<file path="src/rtl/traffic_lights_pkg.sv">
// Shared types for the traffic light command path: command encoding, host modes,
// sequencer states and the captured duration bundle.
package traffic_lights_pkg;

  localparam int CMD_DATA_W = 16;

  typedef enum logic [2:0] {
    CMD_ON         = 3'd0,
    CMD_OFF        = 3'd1,
    CMD_UNREG      = 3'd2,
    CMD_SET_GREEN  = 3'd3,
    CMD_SET_RED    = 3'd4,
    CMD_SET_YELLOW = 3'd5
  } cmd_type_t;

  typedef enum logic [1:0] {
    MODE_RUN     = 2'd0,
    MODE_OFF     = 2'd1,
    MODE_UNREG   = 2'd2,
    MODE_ILLEGAL = 2'd3
  } req_mode_t;

  typedef enum logic [2:0] {
    S_IDLE,
    S_SEND_G,
    S_SEND_R,
    S_SEND_Y,
    S_SEND_MODE,
    S_GAP
  } seq_state_t;

  typedef struct packed {
    logic [CMD_DATA_W-1:0] green;
    logic [CMD_DATA_W-1:0] red;
    logic [CMD_DATA_W-1:0] yellow;
  } dur_t;

  // A zero-length phase would stall the lamp controller, so it becomes 1 ms.
  function automatic logic [CMD_DATA_W-1:0] clamp_dur(input logic [CMD_DATA_W-1:0] d);
    return (d == '0) ? CMD_DATA_W'(1) : d;
  endfunction

  function automatic req_mode_t cmd2mode(input cmd_type_t c);
    case (c)
      CMD_ON:    return MODE_RUN;
      CMD_UNREG: return MODE_UNREG;
      default:   return MODE_OFF;
    endcase
  endfunction

endpackage

</file>
<file path="src/rtl/tl_wdog.sv">
// Host-activity watchdog: counts enabled cycles, pulses expire on the last one.
module tl_wdog #(
  parameter int unsigned WDOG_CYCLES = 1000
) (
  input  logic clk_i,
  input  logic rst_n_i,
  input  logic enable,
  input  logic clear,
  output logic expire
);

  logic [31:0] cnt_q, cnt_d;

  always_comb begin
    cnt_d = cnt_q + 32'd1;
    if (clear || !enable) cnt_d = '0;
  end

  // A clear in the terminal cycle wins, so a late kick still rescues the host.
  assign expire = (WDOG_CYCLES != 0) && enable && !clear &&
                  (cnt_q == 32'(WDOG_CYCLES - 1));

  always_ff @(posedge clk_i or negedge rst_n_i) begin
    if (!rst_n_i) cnt_q <= '0;
    else          cnt_q <= cnt_d;
  end

endmodule

</file>
<file path="src/rtl/traffic_lights_cmd_seq.sv">
// Turns a host mode/duration request into a spaced single-cycle command stream
// for the lamp controller, with watchdog fallback to yellow-blink.
module traffic_lights_cmd_seq
  import traffic_lights_pkg::*;
#(
  parameter int unsigned CMD_GAP     = 2,
  parameter int unsigned WDOG_CYCLES = 1000
) (
  input  logic                  clk_i,
  input  logic                  rst_n_i,
  input  logic                  req_valid_i,
  output logic                  req_ready_o,
  input  logic [1:0]            req_mode_i,
  input  logic [CMD_DATA_W-1:0] req_green_ms_i,
  input  logic [CMD_DATA_W-1:0] req_red_ms_i,
  input  logic [CMD_DATA_W-1:0] req_yellow_ms_i,
  input  logic                  kick_i,
  output logic [2:0]            cmd_type_o,
  output logic                  cmd_valid_o,
  output logic [CMD_DATA_W-1:0] cmd_data_o,
  output logic                  busy_o,
  output logic                  wdog_trip_o
);

  localparam logic [15:0] GAP_LOAD = 16'(CMD_GAP - 1);

  seq_state_t            state_q, state_d, ret_q, ret_d, tgt;
  logic [15:0]           gap_q, gap_d;
  dur_t                  dur_q, dur_d;
  cmd_type_t             mode_cmd_q, mode_cmd_d;
  req_mode_t             active_q, active_d, req_mode;
  logic                  trip_q, trip_d;
  logic                  cmd_valid_q, cmd_valid_d;
  cmd_type_t             cmd_type_q, cmd_type_d;
  logic [CMD_DATA_W-1:0] cmd_data_q, cmd_data_d;
  logic                  accept, adv, wdog_en, wdog_clr, wdog_expire;

  assign req_mode    = req_mode_t'(req_mode_i);
  assign accept      = req_valid_i && (state_q == S_IDLE);
  assign wdog_en     = (state_q == S_IDLE) && (active_q == MODE_RUN);
  assign wdog_clr    = kick_i || accept;

  tl_wdog #(.WDOG_CYCLES(WDOG_CYCLES)) u_wdog (
    .clk_i   (clk_i),
    .rst_n_i (rst_n_i),
    .enable  (wdog_en),
    .clear   (wdog_clr),
    .expire  (wdog_expire)
  );

  always_comb begin
    state_d     = state_q;
    ret_d       = ret_q;
    gap_d       = gap_q;
    dur_d       = dur_q;
    mode_cmd_d  = mode_cmd_q;
    active_d    = active_q;
    trip_d      = trip_q;
    cmd_valid_d = 1'b0;
    cmd_type_d  = CMD_ON;
    cmd_data_d  = '0;
    adv         = 1'b0;
    tgt         = S_IDLE;

    case (state_q)
      S_IDLE: begin
        if (accept) begin
          if (req_mode != MODE_ILLEGAL) begin
            trip_d = 1'b0;
            case (req_mode)
              MODE_RUN: begin
                dur_d.green  = clamp_dur(req_green_ms_i);
                dur_d.red    = clamp_dur(req_red_ms_i);
                dur_d.yellow = clamp_dur(req_yellow_ms_i);
                mode_cmd_d   = CMD_ON;
                state_d      = S_SEND_G;
              end
              MODE_OFF: begin
                mode_cmd_d = CMD_OFF;
                state_d    = S_SEND_MODE;
              end
              default: begin
                mode_cmd_d = CMD_UNREG;
                state_d    = S_SEND_MODE;
              end
            endcase
          end
        end else if (wdog_expire) begin
          mode_cmd_d = CMD_UNREG;
          trip_d     = 1'b1;
          state_d    = S_SEND_MODE;
        end
      end
      S_SEND_G:    begin adv = 1'b1; tgt = S_SEND_R;    end
      S_SEND_R:    begin adv = 1'b1; tgt = S_SEND_Y;    end
      S_SEND_Y:    begin adv = 1'b1; tgt = S_SEND_MODE; end
      S_SEND_MODE: begin adv = 1'b1; tgt = S_IDLE;      end
      S_GAP: begin
        if (gap_q == '0) state_d = ret_q;
        else             gap_d   = gap_q - 16'd1;
      end
      default: state_d = S_IDLE;
    endcase

    if (adv) begin
      if (CMD_GAP == 0) begin
        state_d = tgt;
      end else begin
        state_d = S_GAP;
        ret_d   = tgt;
        gap_d   = GAP_LOAD;
      end
    end

    // Outputs are registered from the next state so a command appears the
    // cycle its SEND state is entered.
    case (state_d)
      S_SEND_G: begin
        cmd_valid_d = 1'b1;
        cmd_type_d  = CMD_SET_GREEN;
        cmd_data_d  = dur_d.green;
      end
      S_SEND_R: begin
        cmd_valid_d = 1'b1;
        cmd_type_d  = CMD_SET_RED;
        cmd_data_d  = dur_d.red;
      end
      S_SEND_Y: begin
        cmd_valid_d = 1'b1;
        cmd_type_d  = CMD_SET_YELLOW;
        cmd_data_d  = dur_d.yellow;
      end
      S_SEND_MODE: begin
        cmd_valid_d = 1'b1;
        cmd_type_d  = mode_cmd_d;
        active_d    = cmd2mode(mode_cmd_d);
      end
      default: ;
    endcase
  end

  always_ff @(posedge clk_i or negedge rst_n_i) begin
    if (!rst_n_i) begin
      state_q     <= S_IDLE;
      ret_q       <= S_IDLE;
      gap_q       <= '0;
      dur_q       <= '0;
      mode_cmd_q  <= CMD_OFF;
      active_q    <= MODE_OFF;
      trip_q      <= 1'b0;
      cmd_valid_q <= 1'b0;
      cmd_type_q  <= CMD_ON;
      cmd_data_q  <= '0;
    end else begin
      state_q     <= state_d;
      ret_q       <= ret_d;
      gap_q       <= gap_d;
      dur_q       <= dur_d;
      mode_cmd_q  <= mode_cmd_d;
      active_q    <= active_d;
      trip_q      <= trip_d;
      cmd_valid_q <= cmd_valid_d;
      cmd_type_q  <= cmd_type_d;
      cmd_data_q  <= cmd_data_d;
    end
  end

  assign req_ready_o = (state_q == S_IDLE);
  assign busy_o      = !req_ready_o;
  assign cmd_valid_o = cmd_valid_q;
  assign cmd_type_o  = cmd_type_q;
  assign cmd_data_o  = cmd_data_q;
  assign wdog_trip_o = trip_q;

endmodule

</file>
<file path="config.mk">
export PLATFORM = sky130hd
export DESIGN_NAME = traffic_lights_cmd_seq
export DESIGN_NICKNAME = d
export VERILOG_FILES = /design/src/rtl/traffic_lights_pkg.sv /design/src/rtl/tl_wdog.sv /design/src/rtl/traffic_lights_cmd_seq.sv
export SDC_FILE = /design/constraint.sdc
export NUM_CORES = 1
export LEC_CHECK = 0
export CORE_MARGIN = 2
export CORE_UTILIZATION = 50
export CTS_CLUSTER_DIAMETER = 80
export DETAILED_ROUTE_END_ITERATION = 7
export GPL_TIMING_DRIVEN = 0
export PLACE_DENSITY = 0.77
export SYNTH_ARGS = -nofsm -noshare
export SYNTH_HDL_FRONTEND = slang
export SYNTH_HIERARCHICAL = 1
export SYNTH_SLANG_ARGS = --single-unit
</file>
<file path="constraint.sdc">
create_clock -name clk_i -period 9.1 [get_ports clk_i]
set_clock_uncertainty 0.2 [all_clocks]
set_input_delay 1.365 -clock clk_i [delete_from_list [all_inputs] [get_ports clk_i]]
set_output_delay 1.365 -clock clk_i [all_outputs]
set_load 0.01 [all_outputs]
</file>
After elaboration in Yosys (flattened, before gate mapping)
Index checks and enable logic that the tools add are counted.
{ "word_totals": {"reg_bits": 128, "latchBits": 0, "ramBits": 0, "romBits": 0, "input_bits": 54, "wordCells": 85, "memories": 0} }
{ "op_classes": {"n_addsub": 2, "mul": 0, "n_div": 0, "order_cmp": 0, "n_eq_ne": 15, "shift": 0, "muxes": 32, "n_bitwise": 0, "n_reduce_logical": 23} }
{ "op_table": {"columns": ["op", "n"], "rows": [
  ["48-bit 2-to-1 mux", 4],
  ["16-bit 2-to-1 mux", 6],
  ["16-bit logical NOT", 4],
  ["16-bit case mux with 3 select lines", 1],
  ["32-bit by 1-bit adder with 32-bit output (second input constant)", 1],
  ["32-bit by 10-bit equality test with 1-bit output (second input constant)", 1],
  ["32-bit 2-to-1 mux", 1],
  ["3-bit 2-to-1 mux", 10],
  ["3-bit case mux with 3 select lines", 2],
  ["16-bit by 1-bit subtractor with 16-bit output (second input constant)", 1],
  ["3-bit by 2-bit equality test with 1-bit output (second input constant)", 5],
  ["3-bit case mux with 4 select lines", 1],
  ["3-bit equality test (second input constant)", 3],
  ["2-bit case mux with 2 select lines", 2],
  ["4-bit OR reduction", 2],
  ["3-bit by 1-bit equality test with 1-bit output (second input constant)", 2],
  ["3-bit logical NOT", 2],
  ["1-bit 2-to-1 mux", 5],
  ["1-bit logical AND", 4],
  ["2-bit logical NOT", 2],
  ["2-bit != test (second input constant)", 2],
  ["2-bit nonzero test", 2],
  ["1-bit logical NOT", 3],
  ["3-bit AND reduction", 1],
  ["other kinds (4)", 5]
]} }

Logic depth before layout (Yosys ltp)
Gate-level depths: netlist of run 1.
{ "depth": {"word_depth": 13, "mapped_depth": 15, "depth_no_buf": 12} }

Modules after synthesis
Netlist of run 1, hierarchy kept.
{ "by_module_without_submodules": {"columns": ["module", "n_inst", "cells_per_inst", "area_per_inst_um2"], "rows": [
  ["traffic_lights_cmd_seq", 1, 375, 4359.2],
  ["tl_wdog", 1, 172, 1654.1]
]} }

Least setup slack after synthesis of run 1
No wires, ideal clock.
{ "synth_timing": {"path_type": "input -> register", "from": "in req_valid_i", "to": "reg cmd_type_q[0] (netlist: cmd_type_o[0])", "arrival_ns": 3.800, "path_slack_ns": 5.023, "path_stages": 12, "path_cell_list": "clkbuf_1 -> a21o_1 -> nand2b_1 -> clkbuf_1 -> nor3_1 -> nand2_1 -> nor4_1 -> nor4b_1 -> a31oi_1 -> o21a_1 -> or4b_2 -> a21oi_1"} }
{ "synth_via": {"elab_chain_cells": 11} }
{ "synth_rtl": {"columns": ["item", "line", "source"], "rows": [
  ["from (decl)", "traffic_lights_cmd_seq.sv:11", "input logic req_valid_i,"],
  ["1-bit logical AND (*)", "traffic_lights_cmd_seq.sv:39", "assign accept = req_valid_i && (state_q == S_IDLE);"],
  ["1-bit logical OR (*)", "traffic_lights_cmd_seq.sv:41", "assign wdog_clr = kick_i || accept;"],
  ["via wdog_clr", "traffic_lights_cmd_seq.sv:36", "logic accept, adv, wdog_en, wdog_clr, wdog_expire;"],
  ["1-bit logical NOT (*)", "tl_wdog.sv:20", "assign expire = (WDOG_CYCLES != 0) && enable && !clear &&"],
  ["1-bit logical AND (*) (2 in a row)", "tl_wdog.sv:20", null],
  ["via wdog_expire", "traffic_lights_cmd_seq.sv:36", null],
  ["3-bit 2-to-1 mux", "traffic_lights_cmd_seq.sv:88", "end else if (wdog_expire) begin"],
  ["3-bit 2-to-1 mux", "traffic_lights_cmd_seq.sv:67", "if (accept) begin"],
  ["3-bit case mux with 3 select lines", "traffic_lights_cmd_seq.sv:65", "case (state_q)"],
  ["3-bit 2-to-1 mux", "traffic_lights_cmd_seq.sv:105", "if (adv) begin"],
  ["3-bit equality test (tied with other cells)", "traffic_lights_cmd_seq.sv:117", "case (state_d)"],
  ["3-bit case mux with 4 select lines (*)", "traffic_lights_cmd_seq.sv:117", null],
  ["via cmd_type_d[0]", "traffic_lights_cmd_seq.sv:34", "cmd_type_t cmd_type_q, cmd_type_d;"],
  ["to (signal assigned)", "traffic_lights_cmd_seq.sv:163", "cmd_type_q <= cmd_type_d;"],
  ["to (decl)", "traffic_lights_cmd_seq.sv:34", null]
]} }
The timed path passes the listed nets; every way through them passes the cells marked *.
A chain may end at the register's enable or synchronous reset.

Final worst setup path of run 1
{ "layout_timing": {"from": "in kick_i", "to": "reg cmd_data_q[9] (netlist: cmd_data_o[9])"} }
{ "layout_via": {"elab_chain_cells": 10} }
{ "layout_rtl": {"columns": ["item", "line", "source"], "rows": [
  ["from (decl)", "traffic_lights_cmd_seq.sv:17", "input logic kick_i,"],
  ["1-bit logical OR (*)", "traffic_lights_cmd_seq.sv:41", null],
  ["via wdog_clr", "traffic_lights_cmd_seq.sv:36", null],
  ["1-bit logical NOT (*)", "tl_wdog.sv:20", null],
  ["1-bit logical AND (*) (2 in a row)", "tl_wdog.sv:20", null],
  ["via wdog_expire", "traffic_lights_cmd_seq.sv:36", null],
  ["3-bit 2-to-1 mux (*)", "traffic_lights_cmd_seq.sv:88", null],
  ["3-bit 2-to-1 mux (*)", "traffic_lights_cmd_seq.sv:67", null],
  ["3-bit case mux with 3 select lines (*)", "traffic_lights_cmd_seq.sv:65", null],
  ["3-bit 2-to-1 mux (*)", "traffic_lights_cmd_seq.sv:105", null],
  ["3-bit by 2-bit equality test with 1-bit output / 3-bit by 1-bit equality test with 1-bit output (equally long branches)", "traffic_lights_cmd_seq.sv:117", null],
  ["16-bit case mux with 3 select lines (*)", "traffic_lights_cmd_seq.sv:117", null],
  ["via cmd_data_d[9]", "traffic_lights_cmd_seq.sv:35", "logic [CMD_DATA_W-1:0] cmd_data_q, cmd_data_d;"],
  ["to (signal assigned)", "traffic_lights_cmd_seq.sv:164", "cmd_data_q <= cmd_data_d;"],
  ["to (decl)", "traffic_lights_cmd_seq.sv:35", null]
]} }
Marked as above.

==> flow_metrics.tcl, run 1 <==
set metrics [dict create \
    status "completed" \
    synth_top_area_share_pct 52.4 \
    num_io_pins 77 \
    routed_wl_um 14800 \
    fin_tns_setup_ns 0 \
    clock-root-buffer "clkbuf_16" \
    portBuffers 75 \
    ys_types 61 \
    place_area_mm2 0.00698 \
    place.gp.congestion 0.814 \
    grt_start_max_net_pins 77 \
    maxSlewViolCount 0 \
    syn_to_final_growth_pct 26.7 \
    dr.pass1.iters 4 \
    synth_cells 547 \
    synth-edff-count 0 \
    syn-mean-instance-area_um2 11.0 \
    worstPathRequired_ns 9.19 \
    ys_seq_area_share_pct 53.3 \
    die_w_um 114 \
    arrival_ns 4.72 \
    start_util_pct 50.7 \
    grt_pass1_wl_um 24600 \
    clk_pin_slew_ns 0.06 \
    place_ws_ns 4.14 \
    antenna_found_initial 0 \
    synth_area_leaders "dfrtp_1 52%, mux2_2 8.4%, a22o_1 3.8%" \
    ctsLongestPathBuffers 2 \
    path_buf_inv 4 \
    first_global_vias 4884 \
    place_hpwl_um 10000 \
    hold_violations 0 \
    powerDensity_mw_per_mm2 276 \
    crit_fanout 10 \
    drv_cap 0 \
    final_layout_size_suffix_gt1_share_pct 16.6 \
    critPathCaptureType "flip-flop" \
    cpMaxStageDelayCell "nor4_1" \
    final_cell_mix "126 x dfrtp_1, 74 x clkdlybuf4s50_1, 60 x nor2_1, 45 x mux2_2, 43 x nand2_1" \
    wl_per_cell_um 18.4 \
    ant_nets 0 \
    drc_errors 0 \
    leakage_nw 3.31 \
    clk_latency_ns 0.42 \
    postCtsSetupBuffers 0 \
    postSynth.asyncResetShare_pct 100 \
    cts_tree "yes" \
    drtIter0Drc 281 \
    cts_sinks 128 \
    finalSetupViolCount 0 \
    ys_warn_count 6 \
    grt_usage_pct 24.7 \
    die_h_um 114 \
    fin_crit_sh_pct 50.8 \
    hold_path.class "reg2reg" \
    post_cts_resized 0 \
    numCtsBuffers 17 \
    core-area_mm2 0.0119 \
    post-route-min-period_ns 4.62 \
    crit_path_frequent_cell "clkbuf_1" \
    grt_remaining_overflow 0 \
    slew-limit-headroom_pct 32.2 \
    tightest_slew_ns 1.01 \
    ys.flop_type "dfrtp_1" \
    h-tree-depth 4 \
    num_rows 40 \
    max_stage_delay_ns 0.56 \
    synth_top_cell_by_area "dfrtp_1" \
    critPathKind "in2reg" \
    irDropWorstVdd_uv 113 \
    design.die.area_mm2 0.0129 \
    nNetsFinal 699 \
    crit_chain "clkdlybuf4s50_1, a21o_1, nand2b_1, clkbuf_1, nor3_1, nand2_1, nor4_1, nor4b_1, a31oi_1, and4_1, buf_1, clkbuf_1, a22o_1" \
    start_kind "primary input" \
    vias 4661 \
    path_delay_family "simple AND/OR/NAND/NOR gates" \
    netlist_area_mm2 0.00601 \
    via_per_inst 5.81 \
    nFillCells 903 \
    layout_commonest_cell "dfrtp_1" \
    rsz0062_at_grt "no" \
    synth-seq-cells 128 \
    setup_slack_ns 4.48 \
    timing.fmax_mhz 216 \
    synth_nets 604 \
    fin_area_mm2 0.00762 \
    postCtsHoldBufs 0 \
    n_antenna_cell 0 \
]
## cell families after synthesis
logic type	count (synthesis)	share of synthesized area, %
simple gates	212	19.1
flops	128	53.3
compound gates	73	8.91
mux	50	9.38
buf+inv	43	3.12
xor+xnor	38	5.53
fa+ha+maj	3	0.624
## metal layers
layer	vias up	part of all wire, %	GRT usage, %
met5	-	0	0
met4	0	1.9	8.62
met3	24	4.6	4.84
met2	156	50	41.2
met1	2334	44	32.5
li1	2147	-	-
## sequential cells by signal, indices dropped and copies added (netlist names)
| name | flops |
|---|---|
| ret_q | 3 |
| wdog_trip_o | 1 |
| u_wdog/cnt_q | 32 |
| state_q | 3 |
| gap_q | 16 |
| cmd_valid_o | 1 |
| cmd_type_o | 3 |
| active_q | 2 |
| cmd_data_o | 16 |
| dur_q | 48 |
| mode_cmd_q | 3 |
## worst register-to-register path, delay by kind of cell, from the launching register on
family                 cells  cell delay (ns)
AO/OA/AOI/OAI              3             0.69
AND/OR/NAND/NOR            7             1.70
buffers and inverters      5             1.30
flip-flops                 1             0.43
## synth_stat cells, types with 3 or more instances
cell	instances
o21a_1	4
o211ai_1	4
clkbuf_1	23
inv_1	14
nand3_1	16
and2_1	3
a22o_1	26
mux2_2	45
o21ai_0	10
nor3_1	12
a21o_1	3
and3_1	7
or3_1	4
xnor2_1	15
ha_1	3
buf_6	3
xor2_1	23
a21oi_1	12
nand2b_1	3
nor2_1	60
nand4_1	11
nand2_1	43
or4_4	4
nor4_1	23
dfrtp_1	126
## per-stage QoR
step	hold WS (ns)	power, W	util (%)	instances
finish	0.277	0.00210	64.2	802
global route	0.296	0.00221	64.2	802
CTS	0.276	0.00211	64.2	802
detailed placement	0.263	0.00137	58.8	770
global placement	0.260	0.00134	58.6	769
floorplan	0.242	0.00120	-	547
## final timing paths
kind	cells past startpoint	end	from	slack [ns]
setup / recovery	13	cmd_data_o[9]	kick_i	4.48
hold / removal	1	gap_q[8]	gap_q[8]	0.28
setup reg to reg	15	cmd_data_o[9]	state_q[2]	4.65
hold reg to reg	1	gap_q[8]	gap_q[8]	0.28
max in group asynchronous	2	mode_cmd_q[0]	rst_n_i	7.25
min in group asynchronous	1	u_wdog/cnt_q[29]	rst_n_i	0.70
## layout make-up
cell class	count	area, um^2	area share, %
well taps	147	184	2.41
inverters	15	56.3	0.739
multi-input cells	376	2620	34.4
plain buffers	28	131	1.72
flip-flops and latches	128	3210	42.1
repair buffers	76	779	10.2
clock inverters	13	186	2.45
clock buffers	19	453	5.95
## power breakdown
part	total, W	switching, W	internal [W]	leakage, nW
sequential	0.000788	0.0000712	0.000717	1.71
combinational	0.000586	0.000314	0.000272	1.30
clock	0.000729	0.000256	0.000473	0.301
Power figures use the tool's default switching activity.
==> run 2: changes to the inputs <==
Settings changed: PLACE_DENSITY 0.77 to 0.8.
Clock period 9.1 ns to 4 ns, I/O delays scaled along.
==> run 2 against run 1 <==
Net effect:
- cell area is 0.41% lower
- count of clock-buffer cells in the layout rose by 3
- routed wire length decreased by 0.64%
- sequential share of layout area increased by 0.17 points
- via count decreased by 0.34%
- critical path type is now reg2reg
- worst setup slack worse by 4.3 ns
- largest cell class unchanged
- critical endpoint is now cmd_type_o[0]
==> flow_metrics.tcl, run 2 (synthesis results as in run 1) <==
set metrics [dict create \
    fin_crit_sh_pct 95.8 \
    timing.rr.start "state_q[0]" \
    finalSetupViolCount 0 \
    final_cells 800 \
    nFillCells 873 \
    post-route-min-period_ns 3.83 \
    post-route-util_pct 63.9 \
    portBuffers 75 \
    num_io_pins 77 \
    start_util_pct 50.7 \
    nNetsFinal 699 \
    hold_violations 0 \
    drtIter0Drc 405 \
    cts_tree "yes" \
    grt_pass1_wl_um 23800 \
    hold_path.class "reg2reg" \
    first_global_vias 4738 \
    drc_errors 0 \
    status "completed" \
    leakage_nw 3.30 \
    syn_to_final_growth_pct 26.1 \
    clock-root-buffer "clkbuf_16" \
    top_regs "dur_q x48, u_wdog/cnt_q x32" \
    powerDensity_mw_per_mm2 616 \
    ant_nets 0 \
    tightest_slew_ns 1.09 \
    grt_start_max_net_pins 90 \
    worstPathRequired_ns 4.14 \
    n_antenna_cell 0 \
    slew-limit-headroom_pct 27.0 \
    largest-register "dur_q" \
    rsz0062_at_grt "yes" \
    via_per_inst 5.81 \
    ctsLongestPathBuffers 2 \
    wl_per_cell_um 18.3 \
    design.die.area_mm2 0.0129 \
    min_from "dur_q[43]" \
    die_h_um 114 \
    clk_latency_ns 0.42 \
    routed_wl_um 14700 \
    final_cell_mix "126 x dfrtp_1, 74 x clkdlybuf4s50_1, 60 x nor2_1, 45 x mux2_2, 43 x nand2_1" \
    grt_usage_pct 24.0 \
    final_layout_size_suffix_gt1_share_pct 16.7 \
    numCtsBuffers 17 \
    num_rows 40 \
    vias 4645 \
    grt_remaining_overflow 0 \
    numPlacedInstances 770 \
    antenna_found_initial 0 \
    irDropWorstVdd_uv 407 \
    critPathCaptureType "flip-flop" \
    hold_slack_ns 0.285 \
    timing.fmax_mhz 261 \
    drv_cap 0 \
    cts_sinks 128 \
    largest_reg_flops 48 \
    critPathKind "reg2reg" \
    startpoint "state_q[0]" \
    clk_pin_slew_ns 0.06 \
    place.gp.congestion 0.890 \
    start_kind "flip-flop" \
    place_hpwl_um 10200 \
    crit_fanout 9 \
    dr.pass1.iters 5 \
    core-area_mm2 0.0119 \
    die_w_um 114 \
    layout_commonest_cell "dfrtp_1" \
    arrival_ns 3.97 \
    h-tree-depth 4 \
    maxSlewViolCount 0 \
]
[run 2: final timing paths]
check                                        end  slack, ns  depth (start not counted)
worst max register to register     cmd_type_o[0]       0.17                         12
worst min register to register         dur_q[43]       0.29                          2
min in group asynchronous       u_wdog/cnt_q[28]       0.47                          2
worst min-delay path                   dur_q[43]       0.29                          2
max in group asynchronous          mode_cmd_q[0]       2.36                          3
worst max-delay path               cmd_type_o[0]       0.17                         12
[run 2: what timing repair did]
item                                    in CTS  in global routing
resized for setup                            2                  2
endpoints found under the hold margin       39                  0
hold buffers                                 1                  0
gates cloned                                 0                  0
buffers inserted                             0                  0
pin swaps                                    0                  0
endpoints found under the setup margin      16                 19
[run 2: through the flow]
| stage | power, W | cell area, um^2 | setup slack (ns) | setup TNS [ns] |
|---|---|---|---|---|
| finish | 0.00467 | 7580 | 0.169 | 0 |
| floorplan | 0.00272 | 6010 | 0.471 | 0 |
| global route | 0.00491 | 7580 | -0.00327 | -0.00327 |
| CTS | 0.00468 | 7580 | 0.0726 | 0 |
| global placement | 0.00305 | 6950 | -2.66 | -339.82 |
| detailed placement | 0.00312 | 6980 | -0.285 | -3.42 |
[run 2: layout make-up]
type / count / area [um^2] / share of cell area (%)
inverters: 15 / 56.3 / 0.742
plain buffers: 27 / 129 / 1.70
clock inverters: 8 / 105 / 1.39
well taps: 147 / 184 / 2.42
multi-input cells: 376 / 2630 / 34.7
flip-flops and latches: 128 / 3210 / 42.3
clock buffers: 22 / 484 / 6.38
repair buffers: 77 / 790 / 10.4
[run 2: layer usage]
metal  track usage [%]  wire, um
met1              31.0      6400
met2              38.8      7160
met3              6.48       800
met4              9.27       304
met5                 0         0
[run 2: report_power, final]
| group | total, W | switching (W) | internal (W) | leakage, nW |
|---|---|---|---|---|
| Combinational | 0.00134 | 0.000716 | 0.000622 | 1.31 |
| Clock | 0.00153 | 0.000555 | 0.000977 | 0.281 |
| Sequential | 0.00180 | 0.000171 | 0.00163 | 1.71 |
[run 2: worst max-delay path, cell delays in order (launching register included)]
cell,delay (ns)
dfrtp_1,0.41
or3_4,0.47
nor3_1,0.20
nand2b_1,0.08
clkbuf_1,0.20
nor3_1,0.17
nand2_1,0.09
nor4_2,0.36
nor4b_1,0.34
a31oi_1,0.14
o21a_1,0.29
or4b_2,0.63
a21oi_1,0.18
